<file path="config.mk">
export PLATFORM = sky130hd
export DESIGN_NAME = bsg_scan_pipe
export DESIGN_NICKNAME = d
export VERILOG_FILES = /design/src/rtl/bsg_scan_pkg.sv /design/src/rtl/bsg_scan_pipe_level.sv /design/src/rtl/bsg_scan_pipe.sv
export SDC_FILE = /design/constraint.sdc
export NUM_CORES = 1
export LEC_CHECK = 0
export BUFFER_PORTS_ARGS = -buffer_cell sky130_fd_sc_hd__clkbuf_2
export CORE_MARGIN = 10
export CORE_UTILIZATION = 55
export DETAILED_ROUTE_END_ITERATION = 12
export PLACE_DENSITY = 0.78
export SKIP_LAST_GASP = 1
export SLEW_MARGIN = 40
export SYNTH_ARGS = -nofsm -noshare
export SYNTH_HDL_FRONTEND = slang
export SYNTH_HIERARCHICAL = 1
export SYNTH_SLANG_ARGS = --single-unit
</file>
<file path="constraint.sdc">
create_clock -name clk_i -period 6.58 [get_ports clk_i]
set_input_delay 0.658 -clock clk_i [delete_from_list [all_inputs] [get_ports clk_i]]
set_output_delay 0.658 -clock clk_i [all_outputs]
set_load 0.01 [all_outputs]
</file>
<file path="src/rtl/bsg_scan_pkg.sv">
// Shared types for the pipelined prefix-scan engine: operation encoding,
// per-transaction mode and the identity element of each operation.
package bsg_scan_pkg;

  typedef enum logic [1:0] {
    SCAN_OR   = 2'b00,
    SCAN_AND  = 2'b01,
    SCAN_XOR  = 2'b10,
    SCAN_PASS = 2'b11
  } bsg_scan_op_e;

  typedef struct packed {
    bsg_scan_op_e op;
    logic         excl;
  } bsg_scan_mode_s;

  // Value that leaves an operand unchanged; also used to fill vacated bits.
  function automatic logic bsg_scan_identity(input bsg_scan_op_e op);
    return (op == SCAN_AND);
  endfunction

endpackage

</file>
<file path="src/rtl/bsg_scan_pipe_level.sv">
// One combinational log-step of the scan: t op (t >> shift_p), identity-filled.
module bsg_scan_pipe_level
  import bsg_scan_pkg::*;
#(
  parameter int width_p = 16,
  parameter int shift_p = 1
) (
  input  bsg_scan_mode_s       mode_i,
  input  logic [width_p-1:0]   data_i,
  output logic [width_p-1:0]   data_o
);

  logic [width_p-1:0] fill;
  logic [width_p-1:0] shifted;
  logic               unused_excl;

  // The exclusive pre-shift happens before level 0, so excl is not needed here.
  assign unused_excl = mode_i.excl;

  // NOTE: every output of a combinational block gets a default first so no
  // path through the case leaves it unassigned (which would infer a latch).
  always_comb begin
    data_o  = data_i;
    fill    = {width_p{bsg_scan_identity(mode_i.op)}};
    shifted = (data_i >> shift_p) | (fill & ~({width_p{1'b1}} >> shift_p));
    case (mode_i.op)
      SCAN_OR:  data_o = data_i | shifted;
      SCAN_AND: data_o = data_i & shifted;
      SCAN_XOR: data_o = data_i ^ shifted;
      default:  data_o = data_i;
    endcase
  end

endmodule

</file>
<file path="src/rtl/bsg_scan_pipe.sv">
// Elastic, pipelined prefix scan (OR/AND/XOR/pass, inclusive or exclusive)
// with valid/ready input, valid/yumi output and one transaction per cycle.
module bsg_scan_pipe
  import bsg_scan_pkg::*;
#(
  parameter int width_p            = 16,
  parameter int levels_per_stage_p = 1,
  parameter bit lo_to_hi_p         = 1'b0
) (
  input  logic               clk_i,
  input  logic               reset_i,
  input  logic               v_i,
  output logic               ready_o,
  input  logic [width_p-1:0] data_i,
  input  logic [1:0]         op_i,
  input  logic               excl_i,
  output logic               v_o,
  output logic [width_p-1:0] data_o,
  input  logic               yumi_i
);

  localparam int levels_lp = $clog2(width_p);
  localparam int stages_lp = (levels_lp + levels_per_stage_p - 1) / levels_per_stage_p;

  function automatic logic [width_p-1:0] rev(input logic [width_p-1:0] x);
    logic [width_p-1:0] r;
    for (int i = 0; i < width_p; i++) r[i] = x[width_p-1-i];
    return r;
  endfunction

  // Index of the final log-step computed ahead of stage s's register.
  function automatic int stage_last(input int s);
    int hi;
    hi = (s + 1) * levels_per_stage_p;
    return ((hi < levels_lp) ? hi : levels_lp) - 1;
  endfunction

  bsg_scan_mode_s     in_mode;
  logic [width_p-1:0] in_rev;
  logic [width_p-1:0] in_pre;

  assign in_mode = '{op: bsg_scan_op_e'(op_i), excl: excl_i};
  assign in_rev  = lo_to_hi_p ? rev(data_i) : data_i;

  // Exclusive scan: shift one place toward the tail, identity enters at the head.
  assign in_pre = (in_mode.excl && (in_mode.op != SCAN_PASS))
                ? {bsg_scan_identity(in_mode.op), in_rev[width_p-1:1]}
                : in_rev;

  logic [width_p-1:0] lvl_in   [levels_lp];
  logic [width_p-1:0] lvl_out  [levels_lp];
  bsg_scan_mode_s     lvl_mode [levels_lp];

  logic [stages_lp-1:0] v_r;
  logic [width_p-1:0]   data_r        [stages_lp];
  bsg_scan_mode_s       mode_r        [stages_lp];
  logic [width_p-1:0]   stage_in_data [stages_lp];
  bsg_scan_mode_s       stage_in_mode [stages_lp];

  for (genvar j = 0; j < levels_lp; j++) begin : g_level
    if (j == 0) begin : g_head0
      assign lvl_in[j]   = in_pre;
      assign lvl_mode[j] = in_mode;
    end else if ((j % levels_per_stage_p) == 0) begin : g_head
      assign lvl_in[j]   = data_r[j/levels_per_stage_p - 1];
      assign lvl_mode[j] = mode_r[j/levels_per_stage_p - 1];
    end else begin : g_chain
      assign lvl_in[j]   = lvl_out[j-1];
      assign lvl_mode[j] = lvl_mode[j-1];
    end

    bsg_scan_pipe_level #(
      .width_p (width_p),
      .shift_p (1 << j)
    ) u_level (
      .mode_i (lvl_mode[j]),
      .data_i (lvl_in[j]),
      .data_o (lvl_out[j])
    );
  end

  for (genvar s = 0; s < stages_lp; s++) begin : g_stage_in
    localparam int last_lp = stage_last(s);
    assign stage_in_data[s] = lvl_out[last_lp];
    assign stage_in_mode[s] = lvl_mode[last_lp];
  end

  // Advance ripples back from the consumer so a draining pipe accepts at once.
  logic [stages_lp-1:0] adv;
  logic [stages_lp-1:0] open_w;
  logic [stages_lp:0]   src_v;
  logic                 down_ok;

  always_comb begin
    adv     = '0;
    down_ok = yumi_i;
    for (int s = stages_lp - 1; s >= 0; s--) begin
      adv[s]  = v_r[s] & down_ok;
      down_ok = ~v_r[s] | down_ok;
    end
  end

  assign open_w  = ~v_r | adv;
  assign src_v   = {adv, v_i};
  assign ready_o = open_w[0];

  // NOTE: state uses non-blocking assignments so every stage samples the
  // pre-edge value of its upstream neighbour. Data and mode are reset as
  // well as valid, so data_o reads 0 straight out of reset.
  always_ff @(posedge clk_i) begin
    if (reset_i) begin
      v_r <= '0;
      for (int s = 0; s < stages_lp; s++) begin
        data_r[s] <= '0;
        mode_r[s] <= '0;
      end
    end else begin
      for (int s = 0; s < stages_lp; s++) begin
        if (open_w[s]) begin
          v_r[s] <= src_v[s];
          if (src_v[s]) begin
            data_r[s] <= stage_in_data[s];
            mode_r[s] <= stage_in_mode[s];
          end
        end
      end
    end
  end

  assign v_o    = v_r[stages_lp-1];
  assign data_o = lo_to_hi_p ? rev(data_r[stages_lp-1]) : data_r[stages_lp-1];

endmodule
</file>
==> flow_summary.json <==
{
  "status": "finished clean",
  "utilization_pct": 59.4,
  "io_pins": 41,
  "startpoint": "op_i[0]",
  "grt_max_degree": 38,
  "grt_pass1_wl_um": 20000,
  "rsz0062_at_grt": "no",
  "fp-row-count": 41,
  "dieArea_um2": 17600,
  "whs_ns": 0.500,
  "holdPathStages": 2,
  "hold_buffers": 0,
  "syn-instance-count": 580,
  "cts_htree_levels": 3,
  "holdCritPathClass": "flip-flop to flip-flop",
  "cp_cell_sequence": "clkbuf_2, a21boi_4, mux2_2, inv_1, ha_1, mux4_1, inv_1, a211oi_1",
  "drive_above_1_share_pct": 24.0,
  "die_h_um": 133,
  "p_per_area_nw_per_um2": 181,
  "fmax_mhz": 348,
  "grt-ovfl-total": 0,
  "reg2reg_depth": 5,
  "ir_worst_vdd_v": 0.000133,
  "final_common_cell": "inv_1",
  "synth_warnings": 6,
  "cp_data_arrival_time_ns": 2.92,
  "cts_tree": "yes",
  "endpoint": "data_r[0][14]",
  "viasPerCell": 5.42,
  "antenna_found_initial": 0,
  "final_cell_mix": "134 x inv_1, 114 x ha_1, 70 x edfxtp_1, 40 x clkbuf_2, 35 x mux4_2",
  "port_buffers": 40,
  "start_util_pct": 55.6,
  "maxCapViolations": 0,
  "finalSetupViolations": 0,
  "place_ws_ns": 3.34,
  "post-route-cell-area_um2": 7440,
  "syn_area_um2": 6960,
  "grt_usage_pct": 13.3,
  "cts.clk_slew.worst_paths_ns": 0.07,
  "p_leak_uw": 0.00340,
  "reg2reg_from": "mode_r[0][8]",
  "synth_nets": 717,
  "vias": 4206,
  "seqCellArea_um2": 2180,
  "worstSkewPairLatency_ns": 0.33,
  "core_area_um2": 12500,
  "drtPass1Iterations": 4,
  "postSynthAreaPerCell_um2": 12.0,
  "max-slew-margin-rel_pct": 48.8,
  "drt_iter0_drc": 229,
  "critPathKind": "input port to flip-flop",
  "postRouteAntennaNets": 0,
  "cp-start-kind": "input port",
  "setup_ws_ns": 3.70,
  "critPathMaxStageDelay_ns": 0.53,
  "end_kind": "flip-flop",
  "dpl_cell_area_um2": 7090,
  "route.final.wire_length_um": 11200,
  "wl_per_cell_um": 14.5,
  "hold_violations": 0,
  "r2r_end": "data_r[3][14]",
  "numCtsBuffers": 9,
  "clkSinkCount": 74,
  "path_max_fanout": 21,
  "gp_congestion": 0.774,
  "finClkSkew_ns": 0.0118,
  "cts_resized": 0,
  "hpwl_um": 8640,
  "grt_pass1_vias": 4536,
  "critical-path-slowest-cell": "a21boi_4",
  "die-width_um": 133,
  "syn2layout_area_growth_pct": 6.81,
  "ctsRootBufferMaster": "clkbuf_16",
  "nFillCells": 1029,
  "worst_pin_slew_ns": 0.768,
  "multi_input_area_um2": 3980,
  "n_antenna_cell": 0,
  "final.setup.tns_ns": 0,
  "crit_required_ns": 6.62,
  "cts_setup_buffers": 0,
  "drv_slew": 0,
  "regToRegSetupSlack_ns": 4.30,
  "drc": 0,
  "fin_crit_sh_pct": 43.7,
  "cts_max_path_buffers": 2,
  "fin_crit_ns": 2.88,
  "nets": 736,
  "cpMostUsedCell": "inv_1"
}
[registers in the layout (all words and copies together) (netlist names)]
signal and cells:
data_r 64, mode_r 6, v_r 4
[power breakdown]
group | switching (µW) | leakage [µW] | internal, µW
logic | 139 | 0.00249 | 163
clock network | 205 | 0.000135 | 261
registers | 30.5 | 0.000779 | 549
[worst max-delay path: cells and delay by family]
kind	cells	cell delay, ns
buffers and inverters	3	0.50
AO/OA/AOI/OAI	2	0.58
multiplexers	2	0.95
adder cells (fa/ha/maj)	1	0.23
[area by class of cell]
| type | instances | share of cell area [%] |
|---|---|---|
| multi-input cells | 333 | 53.5 |
| flip-flops and latches | 74 | 29.3 |
| inverters | 135 | 6.81 |
| repair buffers | 46 | 3.60 |
| clock buffers | 9 | 3.03 |
| well taps | 172 | 2.89 |
| clock inverters | 7 | 0.774 |
[metrics by stage]
step	cells	total power (µW)
final	776	1350
after global routing	776	1420
after CTS	771	1360
after detailed placement	755	887
after global placement	755	862
after floorplan	580	829
[layer usage]
metal | wire length, µm | global-route usage, % | up-vias
li1 | - | - | 2084
met1 | 4500 | 13.2 | 2036
met2 | 6240 | 26.6 | 70
met3 | 279 | 2.38 | 16
met4 | 217 | 4.52 | 0
met5 | 0 | 0 | -
[worst min path at each step]
stage	from	end
6_report	v_r[1]	v_r[2]
5_1_grt	v_r[1]	v_r[2]
4_1_cts	v_r[1]	v_r[2]
3_5_place_dp	v_r[1]	v_r[2]
3_3_place_gp	v_r[1]	v_r[2]
2_1_floorplan	v_r[1]	v_r[2]
Note: power is estimated with default switching activity, not from simulation.
